<file path="src/rtl/wptr_full_level.sv">
// Write-side pointer and flag generator for an async FIFO.
// Keeps the binary and gray write pointers. From the synchronised gray read
// pointer it derives the registered full flag, the fill level, a programmable
// almost-full flag and a sticky overflow flag.
module wptr_full_level #(
  parameter int ADDRSIZE  = 4,
  parameter int AFULL_RST = 2**ADDRSIZE - 2
) (
  input  logic                wclk,
  input  logic                wrst,
  input  logic                winc,
  input  logic [ADDRSIZE:0]   wq2_rptr,
  input  logic [ADDRSIZE:0]   wafull_thresh,
  input  logic                wthresh_ld,
  input  logic                wovf_clr,
  output logic                wfull,
  output logic                wafull,
  output logic [ADDRSIZE:0]   wlevel,
  output logic                woverflow,
  output logic [ADDRSIZE-1:0] waddr,
  output logic [ADDRSIZE:0]   wptr
);

  localparam logic [ADDRSIZE:0] THR_RST = (ADDRSIZE+1)'(AFULL_RST);

  logic [ADDRSIZE:0] wbin;
  logic [ADDRSIZE:0] thr;
  logic [ADDRSIZE:0] rbin;
  logic [ADDRSIZE:0] wbinnext;
  logic [ADDRSIZE:0] wgraynext;
  logic [ADDRSIZE:0] levnext;
  logic              wacc;
  logic              wfull_next;
  logic              wafull_next;

  // Decode the synchronised gray read pointer: each binary bit is the XOR of
  // that gray bit and every bit above it.
  always_comb begin
    // NOTE: every combinational output gets a default before any conditional
    // logic, so no path can leave it unassigned and infer a latch.
    rbin = '0;
    for (int i = 0; i <= ADDRSIZE; i++) begin
      rbin[i] = ^(wq2_rptr >> i);
    end
  end

  // Next pointer, level and flag values, all describing the state after this
  // edge's write (if one is accepted).
  always_comb begin
    wacc        = winc & ~wfull;
    wbinnext    = wbin + {{ADDRSIZE{1'b0}}, wacc};
    wgraynext   = (wbinnext >> 1) ^ wbinnext;
    levnext     = wbinnext - rbin;
    // Full when the pointers differ only in the two MSBs of the gray code,
    // i.e. the write side is exactly one lap ahead.
    wfull_next  = (wgraynext == {~wq2_rptr[ADDRSIZE:ADDRSIZE-1],
                                 wq2_rptr[ADDRSIZE-2:0]});
    wafull_next = (levnext >= thr);
  end

  // Pointer, level and flag registers; the threshold register has its own
  // reset value and load enable.
  always_ff @(posedge wclk or posedge wrst) begin
    if (wrst) begin
      wbin      <= '0;
      wptr      <= '0;
      wlevel    <= '0;
      wfull     <= 1'b0;
      wafull    <= 1'b0;
      woverflow <= 1'b0;
      thr       <= THR_RST;
    end else begin
      // NOTE: sequential state uses non-blocking assignments so every register
      // samples pre-edge values regardless of statement order.
      wbin   <= wbinnext;
      wptr   <= wgraynext;
      wlevel <= levnext;
      wfull  <= wfull_next;
      wafull <= wafull_next;
      if (wthresh_ld) thr <= wafull_thresh;
      // A dropped write sets the flag; set wins over a same-edge clear.
      if (winc && wfull)  woverflow <= 1'b1;
      else if (wovf_clr)  woverflow <= 1'b0;
    end
  end

  assign waddr = wbin[ADDRSIZE-1:0];

endmodule

</file>
<file path="config.mk">
export PLATFORM = sky130hd
export DESIGN_NAME = wptr_full_level
export DESIGN_NICKNAME = d
export VERILOG_FILES = /design/src/rtl/wptr_full_level.sv
export SDC_FILE = /design/constraint.sdc
export NUM_CORES = 1
export LEC_CHECK = 0
export CORE_ASPECT_RATIO = 1.5
export CORE_UTILIZATION = 40
export DETAILED_ROUTE_END_ITERATION = 16
export PLACE_DENSITY = 0.74
export SLEW_MARGIN = 5
export SYNTH_ARGS = -nofsm -noshare
export SYNTH_HDL_FRONTEND = slang
export SYNTH_SLANG_ARGS = --single-unit
</file>
<file path="constraint.sdc">
create_clock -name wclk -period 3.45 [get_ports wclk]
set_clock_uncertainty 0.1 [all_clocks]
set_input_delay 0.345 -clock wclk [delete_from_list [all_inputs] [get_ports wclk]]
set_output_delay 0.345 -clock wclk [all_outputs]
set_load 0.02 [all_outputs]
</file>
* Word-level counts from Yosys, hierarchy flattened
Cells that the tools add are included.
** Cells by class
- Reduce and logical (&&, ||, !) cells :: 7
- Equality and inequality tests :: 1
- $add $sub $neg :: 2
- Bitwise operators :: 4
- Multiplexer cells :: 2
- Order comparisons :: 1
** Operator list (number)
- $reduce_xor A5 Y1 :: 5
- $add A5 B1 Y5 :: 1
- $eq A5 B5 Y1 :: 1
- $ge A5 B5 Y1 :: 1
- $sub A5 B5 Y5 :: 1
- $xor A4 B5 Y5 :: 1
- $mux W1 :: 2
- $not A2 Y2 :: 1
- $reduce_bool A2 Y1 :: 1
- $and A1 B1 Y1 :: 1
- $logic_and A1 B1 Y1 :: 1
- $not A1 Y1 :: 1
** Word-level totals
- Flip-flop bits (word level) :: 23
- Logic and storage cells :: 24

* Depth between registers and ports, before layout
Gate-level depths: netlist of the first run.
- Depth in word-level cells :: 5
- Mapped depth :: 12
- Depth with buffers taken out :: 12

* Worst setup path before layout of the first run
No wires, ideal clock.
- Kind :: input -> register
- Start point :: input port wq2_rptr[4]
- End point :: register wafull
- Arrival :: 2799 ps
- Path buffers :: 0
- Path slack :: 433 ps
- Stages :: 12
- Library setup time :: 118 ps
- Cells stage by stage :: xnor2_1 -> xor2_1 -> xor2_1 -> xnor2_1 -> ha_1 -> fa_1 -> inv_1 -> ha_1 -> a21o_1 -> a21o_1 -> a21o_1 -> a21o_1
** Between the ends
- Cells in the longest elaborated chain, start to end :: 3
- Elaborated cells between the ends (all ways) :: 7
** Ends and longest elaborated chain
- start, declared :: RTL line 12 : input logic [ADDRSIZE:0] wq2_rptr,
- $reduce_xor A5 Y1 :: RTL line 43 : rbin[i] = ^(wq2_rptr >> i);
- $sub A5 B5 Y5 * :: RTL line 53 : levnext = wbinnext - rbin;
- net levnext[1] :: RTL line 31 : logic [ADDRSIZE:0] levnext;
- $ge A5 B5 Y1 * :: RTL line 58 : wafull_next = (levnext >= thr);
- net wafull_next :: RTL line 34 : logic wafull_next;
- end signal, assigned :: RTL line 79 : wafull <= wafull_next;
- end, declared :: RTL line 17 : output logic wafull,
The timed path passes the listed nets; every way through them passes the cells marked *.
A chain may end at the register's enable or synchronous reset.

* Worst setup path after layout of the first run
Same ends and word-level chain as after synthesis.

==> results of run 1 <==
## registers in the layout, summed over array words and instances (netlist names)
name       flops
thr            5
wafull         1
wbin           5
wfull          1
wlevel         5
woverflow      1
wptr           4
## synthesized netlist by cell type
cell and n:
dfrtp_1 19, a2111oi_2 1, xor2_1 7, o21ai_0 5, nand2b_1 1, xnor2_1 14, dfstp_2 3, and3b_1 1
fa_1 1, a221oi_1 2, nand3_1 2, nor2b_1 3, mux2_2 1, and3_2 1, or3_1 1, xor2_2 1
ha_1 10, a21o_1 4, clkbuf_1 1, inv_1 13, nand2_1 5
## routing by layer
layer  wire length, microns  global-route usage  up-vias
met3                     57             0.01626        4
met1                    774              0.1903      374
li1                       -                   -      388
met2                   1172              0.2917       20
met4                     45              0.1023        0
met5                      0                   0        -
## report_power, final
part	switching, uW	total (uW)	internal [uW]
logic	568	1140	577
registers	49.0	428	379
clock network	82.3	165	82.4
total	699	1740	1040
## kinds of logic after synthesis
kind of cell / after synthesis
adders and majority gates: 11
and+or+nand+nor: 14
DFF: 22
AOI/OAI and AO/OA: 12
xor gates and xnor gates: 22
muxes: 1
buffers and inverters: 14
## area by class of cell
cell class                 instances  area (sq um)  area share
clock buffer                       4         45.04     0.02828
inverter                          13         48.80     0.03064
multi-input combinational         60         543.0      0.3409
sequential                        22         554.3      0.3480
tap                               37         46.29     0.02907
timing repair buffer              37         355.3      0.2231
## stage by stage
| stage | hold WS (ns) | total power [uW] | cells | utilization | area [sq um] |
|---|---|---|---|---|---|
| CTS | 0.4018 | 1760 | 173 | 0.5867 | 1570 |
| detailed placement | 0.3877 | 1583 | 169 | 0.5699 | 1525 |
| global route | 0.4147 | 1899 | 173 | 0.5951 | 1593 |
| global placement | 0.3845 | 1557 | 169 | 0.5699 | 1525 |
| finish | 0.3971 | 1737 | 173 | 0.5951 | 1593 |
| floorplan | 0.2320 | 1176 | 96 | - | 1127 |
## worst min-delay path by stage
| stage | endpoint | slack (ns) | depth (start not counted) |
|---|---|---|---|
| after global placement | thr[2] | 0.38 | 2 |
| after global routing | thr[2] | 0.41 | 2 |
| after CTS | thr[2] | 0.40 | 2 |
| after floorplan | thr[0] | 0.23 | 1 |
| final | thr[2] | 0.40 | 2 |
| after detailed placement | thr[2] | 0.39 | 2 |
## worst reg2reg max path: stages, from the launching register on
cell and delay, ns:
dfrtp_1 0.41, and3b_1 0.21, ha_1 0.38, inv_1 0.12
fa_1 0.54, inv_1 0.06, ha_1 0.27, a21o_1 0.15
a21o_1 0.17, a21o_1 0.17, a21o_1 0.17
==> reports/results.tsv, run 1 <==
stage	metric	value	unit
hold_path	Worst Min Path Start	thr[2]	
drt	DR WL/cell	11.85	microns
floorplanning	Starting Density	0.4212	
timing	Final period util	0.9456	
placed_design	GPL Wtd Cong	0.7601	
logic_synthesis	cell taking the most area after synthesis	dfrtp_1	
final_layout	commonest non-fill, non-tap cell in the layout	clkdlybuf4s50_1	
timing	Final Hold Vio Count	0	
critical_path	Worst EP required	3.51	ns
critical_path	Worst setup SP type	input pin	
outcome	outcome	complete, no violations	
critical_path	RR Endpoint	wafull	
final_layout	most frequent cells in the layout	clkdlybuf4s50_1, dfrtp_1, inv_1, xnor2_1, ha_1	
drt	drt total wl	2050	microns
job	max_cap viols	0	
logic_synthesis	Adder-Cell Fraction of Synth Area	0.1287	
global_routing	Total GRT Usage	0.1681	
timing	RSZ-0062 raised after global routing	no	
logic_synthesis	syn nets	122	
clock_tree	Clock Latency Late Sink	0.26	ns
critical_path	crit path from	wq2_rptr[4]	
drt	DRT antenna net count	0	
floorplanning	Top Ports	32	
global_routing	vias in the first global route	823	
critical_path	RR Startpoint	wbin[0]	
final_layout	synth-to-layout area growth	41.29	%
critical_path	worst r2r path cells	10	
timing	min Tclk post-route	3.262	ns
timing	Worst slew margin	0.4530	
clock_tree	clk root buf	clkbuf_8	
timing	setup TNS	0	ns
logic_synthesis	Synth Area in Compound Gates	0.07769	
logic_synthesis	Ys Warns	0	
floorplanning	Die Width	45.35	microns
logic_synthesis	ranking of synthesized cells by area	dfrtp_1, ha_1, xnor2_1	
critical_path	Critical Path Stages	13	
clock_tree	TritonCTS clock tree	built	
pwr	Pwr Density	1090	mW/mm^2
logic_synthesis	Post-Syn Area	0.001127	sq mm
critical_path	Setup CP Type	input pin to flip-flop	
logic_synthesis	largest family of logic cells by synthesized area	XOR/XNOR gates	
timing	Worst-Margin Slew	0.8196	ns
critical_path	r2r setup slk	0.62	ns
logic_synthesis	XOR/XNOR Fraction of Synth Area	0.1776	
final_layout	nets@finish	163	
hold_path	hold crit path type	flip-flop to flip-flop	
clock_tree	number of hold buffers added after cts	0	
final_layout	ant diodes	0	
critical_path	Max Fanout on Critical Path	3	
final_layout	Layout fillers	231	
global_routing	first-pass GRT wire length	3553	microns
drt	residual DRC count	0	
logic_synthesis	register area share after synthesis	0.4917	
timing	setup ws final	0.1876	ns
timing	Final setup viols	0	
drt	Via Count	786	
logic_synthesis	Post-Synth Simple-Gate Area	0.06770	
critical_path	CP bufs+invs	2	
critical_path	Worst setup EP type	flip-flop	
floorplanning	Core Region	0.002676	sq mm
clock_tree	total CTS buffers	3	
logic_synthesis	flops & latches, synth	22	
floorplanning	row cnt	23	
global_routing	initial antenna violation count	0	
critical_path	Worst path slowest cell	fa_1	
pwr	Leakage	0.0007246	uW
clock_tree	number of H-tree levels	1	
global_routing	total grt overflow	0	
critical_path	CP arrival	3.32	ns
critical_path	max incr delay on CP	0.48	ns
drt	iteration count of the initial detailed-routing pass	2	
global_routing	largest net degree at the start of global routing	23	
critical_path	crit-path cells	clkdlybuf4s50_1, xnor2_2, xor2_2, xor2_2, xnor2_1, ha_1, fa_1, inv_1, ha_1, a21o_1, a21o_1, a21o_1, a21o_1	
logic_synthesis	Syn Area/Cell	11.74	sq um
critical_path	Top cell by count, worst path	a21o_1	
timing	fmax	0.3065	GHz
critical_path	CP endpoint	wafull	
placed_design	IO Port Bufs	31	
pwr	Peak VDD IR	0.0006154	V
drt	DR iter-0 viols	9	
placed_design	dpl ws	-0.2202	ns
clock_tree	Resized cells post-CTS	0	
floorplanning	die area	0.003039	sq mm
clock_tree	Max clock buf depth	2	
logic_synthesis	Gate Count Post-Synth	96	
clock_tree	total setup buffers inserted after CTS	0	
drt	Via density	4.543	
clock_tree	Sink Count	22	
floorplanning	Vert. Die Dim	67.02	microns
critical_path	cell family with most CP delay	adder cells	
logic_synthesis	area share of the largest cell type after synthesis	0.4218	
logic_synthesis	Netlist cell types	21	
logic_synthesis	mux contribution to synthesized area	0.009989	
final_layout	share of post-route cells with drive strength above 1	0.1397	
timing	fin. max-slew vios	0	
clock_tree	Reg clk slew, reported paths	0.08	ns
placed_design	dpl hpwl	1604	microns
(Power assumes the default switching activity.)
==> inputs of run 2 (changes only) <==
--- a/config.mk
+++ b/config.mk
@@ -9,6 +9,7 @@
 export CORE_UTILIZATION = 40
 export DETAILED_ROUTE_END_ITERATION = 16
 export PLACE_DENSITY = 0.74
+export RECOVER_POWER = 50
 export SLEW_MARGIN = 5
 export SYNTH_ARGS = -nofsm -noshare
 export SYNTH_HDL_FRONTEND = slang
==> run 2 against run 1 <==
Effect of this change:
- global-route usage stayed put
- design area stayed put
- utilization stayed put
- sequential share of layout area stayed put
- fmax hardly changed
- via count stayed put
- sequential power hardly changed
- non-clock buffer count stayed put
- flip-flop and latch count stayed put
- die area stayed put
- critical endpoint unchanged
- highest routed layer unchanged
==> reports/results.tsv, run 2 (same netlist as run 1, synthesis figures left out) <==
stage	metric	value	unit	change
outcome	outcome	complete, no violations		
final_layout	synth-to-layout area growth	41.29	%	unchanged
pwr	switching pwr	700.1	uW	+0.15%
final_layout	nets@finish	163		unchanged
critical_path	Worst EP required	3.51	ns	about the same
critical_path	Setup CP Type	input pin to flip-flop		
pwr	clock share of power	0.095		about the same
pwr	Flop pwr share	0.246		about the same
pwr	Leakage	0.0007254	uW	+0.11%
final_layout	share of post-route cells with drive strength above 1	0.1397		unchanged
clock_tree	clk root buf	clkbuf_8		
placed_design	Inst Count DP	169		unchanged
timing	Worst slew margin	0.4528		about the same
final_layout	commonest non-fill, non-tap cell in the layout	clkdlybuf4s50_1		
clock_tree	number of hold buffers added after cts	0		unchanged
timing	Final setup viols	0		unchanged
global_routing	largest net degree at the start of global routing	23		unchanged
pwr	Peak VDD IR	0.0006154	V	about the same
clock_tree	number of H-tree levels	1		unchanged
timing	min Tclk post-route	3.262	ns	-0.00002000 ns
timing	fmax	0.3065	GHz	about the same
timing	fin. max-slew vios	0		unchanged
drt	iteration count of the initial detailed-routing pass	2		unchanged
floorplanning	row cnt	23		unchanged
floorplanning	Top Ports	32		unchanged
global_routing	vias in the first global route	823		unchanged
pwr	switching share of power	0.4030		+0.0005060
timing	RSZ-0062 raised after global routing	no		
drt	Via Count	786		unchanged
drt	DR iter-0 viols	9		unchanged
floorplanning	Core Region	0.002676	sq mm	unchanged
floorplanning	Vert. Die Dim	67.02	microns	unchanged
floorplanning	Die Width	45.35	microns	unchanged
critical_path	Worst setup EP type	flip-flop		
clock_tree	Sink Count	22		unchanged
clock_tree	Max clock buf depth	2		unchanged
clock_tree	TritonCTS clock tree	built		
placed_design	dpl hpwl	1604	microns	unchanged
pwr	internal power	1037	uW	about the same
clock_tree	total setup buffers inserted after CTS	0		unchanged
final_layout	most frequent cells in the layout	clkdlybuf4s50_1, dfrtp_1, inv_1, xnor2_1, ha_1		
hold_path	hold crit path type	flip-flop to flip-flop		
final_layout	ant diodes	0		unchanged
pwr	overall power	1737	uW	about the same
clock_tree	total CTS buffers	3		unchanged
critical_path	CP arrival	3.32	ns	about the same
drt	residual DRC count	0		unchanged
final_layout	largest registers	thr: 5 flops, wbin: 5 flops, wlevel: 5 flops		
job	max_cap viols	0		unchanged
drt	DR WL/cell	11.84	microns	about the same
placed_design	IO Port Bufs	31		unchanged
timing	Worst-Margin Slew	0.8199	ns	+0.0003564 ns
final_layout	fin cells	173		unchanged
floorplanning	Starting Density	0.4212		unchanged
global_routing	first-pass GRT wire length	3553	microns	unchanged
placed_design	GPL Wtd Cong	0.7601		unchanged
clock_tree	Clock Latency Late Sink	0.26	ns	about the same
drt	DRT antenna net count	0		unchanged
timing	Final period util	0.9456		about the same
drt	drt total wl	2049	microns	about the same
pwr	Pwr Density	1091	mW/mm^2	about the same
global_routing	initial antenna violation count	0		unchanged
critical_path	Worst setup SP type	input pin		
pwr	combinational power share	0.659		about the same
critical_path	Max Fanout on Critical Path	3		unchanged
timing	Final Hold Vio Count	0		unchanged
global_routing	Total GRT Usage	0.1681		unchanged
floorplanning	die area	0.003039	sq mm	unchanged
clock_tree	Reg clk slew, reported paths	0.08	ns	about the same
global_routing	total grt overflow	0		unchanged
drt	Via density	4.543		unchanged
run 2: cell types whose count changed in the layout (fill, tap and decap cells not counted):
cell / previous run / this run
clkdlybuf4s50_1: 31 / 28
dlygate4sd3_1: 0 / 3
run 2: path summary, 6_finish.rpt:
check / start / to / slack (ns) / depth (start not counted)
setup / recovery: wq2_rptr[4] / wafull / 0.19 / 13
hold / removal: thr[2] / thr[2] / 0.40 / 2
setup reg to reg: wbin[0] / wafull / 0.62 / 10
hold reg to reg: thr[2] / thr[2] / 0.40 / 2
max in group asynchronous: wrst / wfull / 2.16 / 2
min in group asynchronous: wrst / wbin[2] / 0.58 / 2
run 2: worst max-delay path, cell delays in order:
cell and delay (ns):
clkdlybuf4s50_1 0.46, xnor2_2 0.26, xor2_2 0.27, xor2_2 0.22
xnor2_1 0.09, ha_1 0.21, fa_1 0.48, inv_1 0.06
ha_1 0.27, a21o_1 0.15, a21o_1 0.17, a21o_1 0.17
a21o_1 0.17
run 2: through the flow:
step | hold WS [ns] | worst slack, ns | cell area, sq um | TNS [ns] | util
after floorplan | 0.2320 | 0.4328 | 1127 | 0 | -
after global placement | 0.3845 | -0.1444 | 1525 | -0.1444 | 0.5699
after detailed placement | 0.3877 | -0.2202 | 1525 | -0.2202 | 0.5699
after CTS | 0.4018 | 0.05062 | 1570 | 0 | 0.5867
after global routing | 0.4147 | 0.002448 | 1593 | 0 | 0.5951
final | 0.3971 | 0.1876 | 1593 | 0 | 0.5951
run 2: cell type report:
class	instances	area (sq um)
Fill cell	231	1084
Tap cell	37	46.29
Sequential cell	22	554.3
Timing Repair Buffer	37	355.3
Clock buffer	4	45.04
Multi-Input combinational cell	60	543.0
Inverter	13	48.80
run 2: power groups by stage:
stage	combinational (uW)	sequential [uW]	clock, uW
6_report	1140	428	165
5_1_grt	1270	441	183
4_1_cts	1160	431	172
3_5_place_dp	1150	436	0
3_3_place_gp	1120	433	0
2_1_floorplan	618	558	0
run 2: what timing repair did:
action                                  CTS  global route
hold endpoints to repair                  0             0
gates resized for setup                   0             3
endpoints found under the setup margin    0             1
run 2: metal layers:
metal,up-vias,track usage,part of all wire
li1,388,-,-
met1,374,0.1903,0.38
met2,20,0.2917,0.57
met3,4,0.01626,0.028
met4,0,0.1023,0.022
met5,-,0,0
==> inputs of run 3 (changes only) <==
--- a/config.mk
+++ b/config.mk
@@ -10,6 +10,7 @@
 export DETAILED_ROUTE_END_ITERATION = 16
 export PLACE_DENSITY = 0.74
 export RECOVER_POWER = 50
+export SKIP_CTS_REPAIR_TIMING = 1
 export SLEW_MARGIN = 5
 export SYNTH_ARGS = -nofsm -noshare
 export SYNTH_HDL_FRONTEND = slang
==> results of run 3 <==
Final layout, timing and power as in run 2 (identical DEF).
==> edit 1 (settings of run 2) <==
Change the parameter `ADDRSIZE` from 4 to 5.
--- a/src/rtl/wptr_full_level.sv
+++ b/src/rtl/wptr_full_level.sv
@@ -5,3 +5,3 @@
 module wptr_full_level #(
-  parameter int ADDRSIZE  = 4,
+  parameter int ADDRSIZE  = 5,
   parameter int AFULL_RST = 2**ADDRSIZE - 2
Ports: changed (5 resized); port bits go from 32 to 37. No check against the original RTL was run, so the function may have changed too.
==> edit 1 against run 2 <==
  * Area after synthesis is 26% higher
  * Die area is 25% higher
  * Power is 21% higher
  * Worst setup slack better by 0.13 ns
  * Wire length is 35% higher
  * Sequential power is 19% higher
  * Sequential share of layout area is 2.1 points lower
  * Sequential cell count is 4 higher
  * Cell area is 26% higher
  * Critical path type unchanged
  * Largest cell class is now multi-input gates
==> edit 1: results (changes against run 2) <==
[setup_path]
worst_r2r_startpoint=wfull$_DFF_PP0_
crit_arrival_ns=3.20  ; -0.12 ns
worstSetupStartpoint=winc
regToRegSetupSlack_ns=0.54  ; -0.08 ns
critical_path.slowest_cell=dlygate4sd3_1
critical_path.max_stage_delay_ns=0.55  ; +0.07 ns
worst-path-max-fanout=4  ; +1

[final_layout]
largest_registers=thr (6), wbin (6), wlevel (6)
finish.net_count=210  ; +29%
n_multi_input_combinational_cell=83  ; +38%
area.sequential_um2=656  ; +18%
multi_input_area_share_pct=35.4  ; +1.3 points
layout.nonclk_buf_share_pct=22.5  ; +0.24 points
post_route_insts_no_fill=220  ; +27%
final.fill_count=296  ; +28%
layout.clock.cell_area_share_pct=3.56  ; +0.73 points
final_layout_size_suffix_gt1_share_pct=17.4  ; +3.4 points

[placement]
dpl_worst_slack_ns=-0.287  ; -0.0667 ns
number_of_port_buffers=36  ; +16%
globalplace.congestion=0.824  ; +8.4%
place.detailed.hpwl_um=2180  ; +36%

[detailed_routing]
firstDrtPassIters=3  ; +1
drt_iter0_markers=8  ; -1
detail_route.wl_per_cell_um=12.5  ; +5.9%
num_vias=1046  ; +33%

[yosys]
synth_cells=128  ; +33%
post_synth_net_total=159  ; +30%
ys_top_cells_by_area=dfrtp_1, ha_1, xnor2_1
post_synth_most_frequent_cells=dfrtp_1, inv_1, xnor2_1
ys_types=27  ; +29%

[min_path]
hold_path_depth=2  ; unchanged

[pwr]
combinationalPowerShare_pct=63.6  ; -2.3 points
p_sw_share_pct=39.7  ; -0.59 points
static-leakage-power_nw=0.927  ; +28%
sequential_power_share_pct=24.4  ; -0.2 points

[outcome]
run_status=complete, no violations

[global_route]
vias_in_the_first_global_route=1066  ; +30%
global_route.usage.met1_pct=17.1  ; -2.0 points
gr-usage-met3_pct=2.02  ; +0.39 points
grt_max_degree=27  ; +17%
first_pass_grt_wire_length_um=4530  ; +28%
grt_usage_pct=16.0  ; -0.79 points
grt_util_met2_pct=30.4  ; +1.2 points

[sta]
relSlewSlack_pct=34.6  ; -11 points
worst_slack_ns=0.315  ; +0.128 ns

[clock_network]
numClockSinks=26  ; +18%

==> edit 1: cells by family (layout without fill, tap and decap cells) <==
kind of cell / after synthesis / in the layout / synth area share (%)
AND/OR/NAND/NOR: 22 / 22 / 7.82
XOR/XNOR: 26 / 26 / 18.1
multiplexers: 1 / 1 / 0.791
AO/OA/AOI/OAI: 20 / 20 / 8.88
adder cells (fa/ha/maj): 14 / 14 / 12.8
flip-flops: 26 / 26 / 46.0
buffers and inverters: 19 / 69 / 5.54
==> edit 1: through the flow <==
stage          util, %  hold WS (ns)  instance area (µm²)  total power [mW]
6_report          58.6         0.406                 2000              2.10
4_1_cts           57.6         0.409                 1970              2.09
5_1_grt           58.6         0.438                 2000              2.29
2_1_floorplan        -         0.282                 1420              1.38
3_5_place_dp      55.5         0.394                 1900              1.83
3_3_place_gp      55.5         0.386                 1900              1.79
==> edit 1: how the worst min path moves through the flow <==
stage / start / to / slack [ns]
2_1_floorplan: wrst / thr[0]$_DFFE_PP0P_ / 0.28
6_report: thr[3]$_DFFE_PP1P_ / thr[3]$_DFFE_PP1P_ / 0.41
3_3_place_gp: thr[3]$_DFFE_PP1P_ / thr[3]$_DFFE_PP1P_ / 0.39
5_1_grt: thr[3]$_DFFE_PP1P_ / thr[3]$_DFFE_PP1P_ / 0.44
4_1_cts: thr[3]$_DFFE_PP1P_ / thr[3]$_DFFE_PP1P_ / 0.41
3_5_place_dp: thr[3]$_DFFE_PP1P_ / thr[3]$_DFFE_PP1P_ / 0.39
==> edit 1: routing by layer <==
metal / wire (µm) / part of all wire, %
met2: 1510 / 55
met1: 1100 / 40
met4: 76 / 2.8
met5: 0 / 0
met3: 69 / 2.5
==> edit 1: what timing repair did <==
item | in CTS | in global routing
setup endpoints to repair | 0 | 1
resized for setup | 0 | 5
buffers inserted | 0 | 2
==> edit 2 (config.mk and constraints of run 2) <==
Made on the original files. Reset style: synchronous (`wrst`), changed in one clocked block. Comments in the files are not updated.
--- a/src/rtl/wptr_full_level.sv
+++ b/src/rtl/wptr_full_level.sv
@@ -62,3 +62,3 @@
   // reset value and load enable.
-  always_ff @(posedge wclk or posedge wrst) begin
+  always_ff @(posedge wclk) begin
     if (wrst) begin
Function: differs if wrst is asserted again (counterexample within 4 cycles, from zero or initial values and one cycle with wrst high); with wrst held inactive, the same outputs for 10 cycles.
==> edit 2 against run 2 <==
  * Cell area fell by 3.1%
  * Wire length rose by 3.6%
  * Worst setup slack improved by 0.085 ns
  * First-iteration DRC count did not move
  * Sequential share of layout area fell by 6.3 points
  * Critical path depth did not move
  * Sequential cell count did not move
  * Synthesized cell count rose by 20%
  * Area after synthesis fell by 0.67%
  * Register-to-register slack improved by 0.10 ns
  * Largest cell class is now multi-input gates
Power is not compared: it rests on default switching activity, and its combinational part moved more than twofold at a synthesized area within 25%.
==> edit 2: results (changes against run 2) <==
[outcome]
run_status=complete, no violations

[detailed_routing]
detail-route-antenna-nets=0  ; unchanged
firstDrtPassIters=2  ; unchanged
detail_route.wl_per_cell_um=11.3  ; -4.7%
viasPerCell=4.59  ; +1.0%
drt_iter0_markers=9  ; unchanged

[global_route]
antenna_found_initial=0  ; unchanged
vias_in_the_first_global_route=851  ; +3.4%
grt_usage_pct=15.9  ; -0.96 points
first_pass_grt_wire_length_um=3460  ; -2.5%
grt_max_degree=17  ; -26%

[yosys]
ys_types=28  ; +33%
post_synth_net_total=141  ; +16%
ys_warn_count=0  ; unchanged
post_synth_most_frequent_cells=dfxtp_1, nor2_1, xnor2_1
share_of_the_yosys_chip_area_belonging_to_registers_pct=39.3  ; -9.8 points
synthArstFlopShare_pct=0  ; -100 points
ys_top_cells_by_area=dfxtp_1, ha_1, xnor2_1

[final_layout]
insertedDiodeCount=0  ; unchanged
finish.net_count=179  ; +9.8%
final_layout_size_suffix_gt1_share_pct=7.28  ; -6.7 points
largest_registers=thr (5), wlevel (5), wptr (5)

[min_path]
hold_path_depth=2  ; unchanged
hold_class=register to register

[sta]
hold_ws_ns=0.379  ; -0.0183 ns
timing_worst_slew_pin_value_ns=0.632  ; -0.188 ns
final_critical_period_ns=3.18  ; -0.0849 ns

[setup_path]
critical_path.slowest_cell=clkdlybuf4s50_1
worst_r2r_startpoint=wfull$_SDFF_PP0_
critical_path.max_stage_delay_ns=0.48  ; about the same
rr_worst_depth=10  ; unchanged
regToRegSetupSlack_ns=0.72  ; +0.10 ns
crit_arrival_ns=3.20  ; -0.12 ns
worst_setup_path_endpoint=wafull$_SDFF_PP0_
worstSetupStartpoint=wq2_rptr[3]
cp_top_family=XOR/XNOR gates
worst-path-max-fanout=3  ; unchanged

[pwr]
maximum_vdd_drop_mv=0.265
static-leakage-power_nw=0.699
internal_power_mw=0.489

[clock_network]
cts_made_buffers=3  ; unchanged
path_clk_slew_ns=0.07
cts-root-buf=clkbuf_8
worst_skew_pair.late_latency_ns=0.26  ; about the same
clockBufferDepth=2  ; unchanged
htree_num_levels=1  ; unchanged

[placement]
place.detailed.hpwl_um=1730  ; +7.5%
number_of_port_buffers=31  ; unchanged
globalplace.congestion=0.862  ; +13%
dpl_worst_slack_ns=-0.0644  ; +0.156 ns

[edit 2: changes by cell type after synthesis, sizes merged, moves of 4 or more]
cell,change
nor2,+14
a21o,-4
and2,+4
dfxtp,+22
dfrtp,-19
a21oi,+5
[edit 2: worst reg2reg max path, delay by kind of cell (launching register included)]
kind                       cells  cell delay (ns)
AOI/OAI and AO/OA              2             0.20
xor gates and xnor gates       1             0.20
adders and majority gates      3             1.10
buffers and inverters          1             0.13
DFF                            1             0.37
and+or+nand+nor                3             0.49
[edit 2: cells by family (layout without fill, tap and decap cells)]
logic type / after synthesis / in the layout / synth area share (%)
compound gates: 12 / 12 / 6.59
xor+xnor: 22 / 22 / 19.8
fa+ha+maj: 11 / 11 / 13.0
buf+inv: 12 / 48 / 4.02
flops: 22 / 22 / 39.3
mux: 2 / 2 / 1.79
simple gates: 34 / 34 / 15.5
[edit 2: routing by layer]
| layer | up-vias | GRT usage, % | part of all wire, % |
|---|---|---|---|
| li1 | 441 | - | - |
| met1 | 391 | 16.5 | 41 |
| met2 | 25 | 28.4 | 52 |
| met3 | 6 | 2.71 | 4.3 |
| met4 | 0 | 9.09 | 2.9 |
| met5 | - | 0 | 0 |
[edit 2: timing repair]
item                                    CTS  global route
resized for setup                         0             1
setup buffers                             0             1
endpoints found under the setup margin    0             1
[edit 2: per-stage QoR]
| stage | instance area [µm²] | cells | power (mW) |
|---|---|---|---|
| finish | 1540 | 188 | 0.702 |
| detailed placement | 1490 | 184 | 0.564 |
| global placement | 1490 | 184 | 0.559 |
| global route | 1540 | 188 | 0.751 |
| floorplan | 1120 | 115 | 0.466 |
| CTS | 1530 | 187 | 0.720 |
[edit 2: power by group through the flow]
stage / Combinational (mW) / Sequential [mW] / Clock, mW
2_1_floorplan: 0.137 / 0.329 / 0
3_3_place_gp: 0.262 / 0.297 / 0
3_5_place_dp: 0.266 / 0.297 / 0
4_1_cts: 0.268 / 0.292 / 0.161
5_1_grt: 0.294 / 0.293 / 0.164
6_report: 0.258 / 0.290 / 0.154
[edit 2: cell type report]
type	instances	area, µm²
clock buffer	3	41.3
sequential	22	440
tap	37	46.3
multi-input combinational	81	642
timing repair buffer	35	337
inverter	10	37.5
fill	260	1130
[edit 2: how the worst min path moves through the flow]
stage,endpoint,startpoint
2_1_floorplan,woverflow$_SDFFE_PP0P_,wrst
3_3_place_gp,woverflow$_SDFFE_PP0P_,woverflow$_SDFFE_PP0P_
3_5_place_dp,woverflow$_SDFFE_PP0P_,woverflow$_SDFFE_PP0P_
4_1_cts,woverflow$_SDFFE_PP0P_,woverflow$_SDFFE_PP0P_
5_1_grt,thr[1]$_SDFFE_PP1P_,thr[1]$_SDFFE_PP1P_
6_report,woverflow$_SDFFE_PP0P_,woverflow$_SDFFE_PP0P_
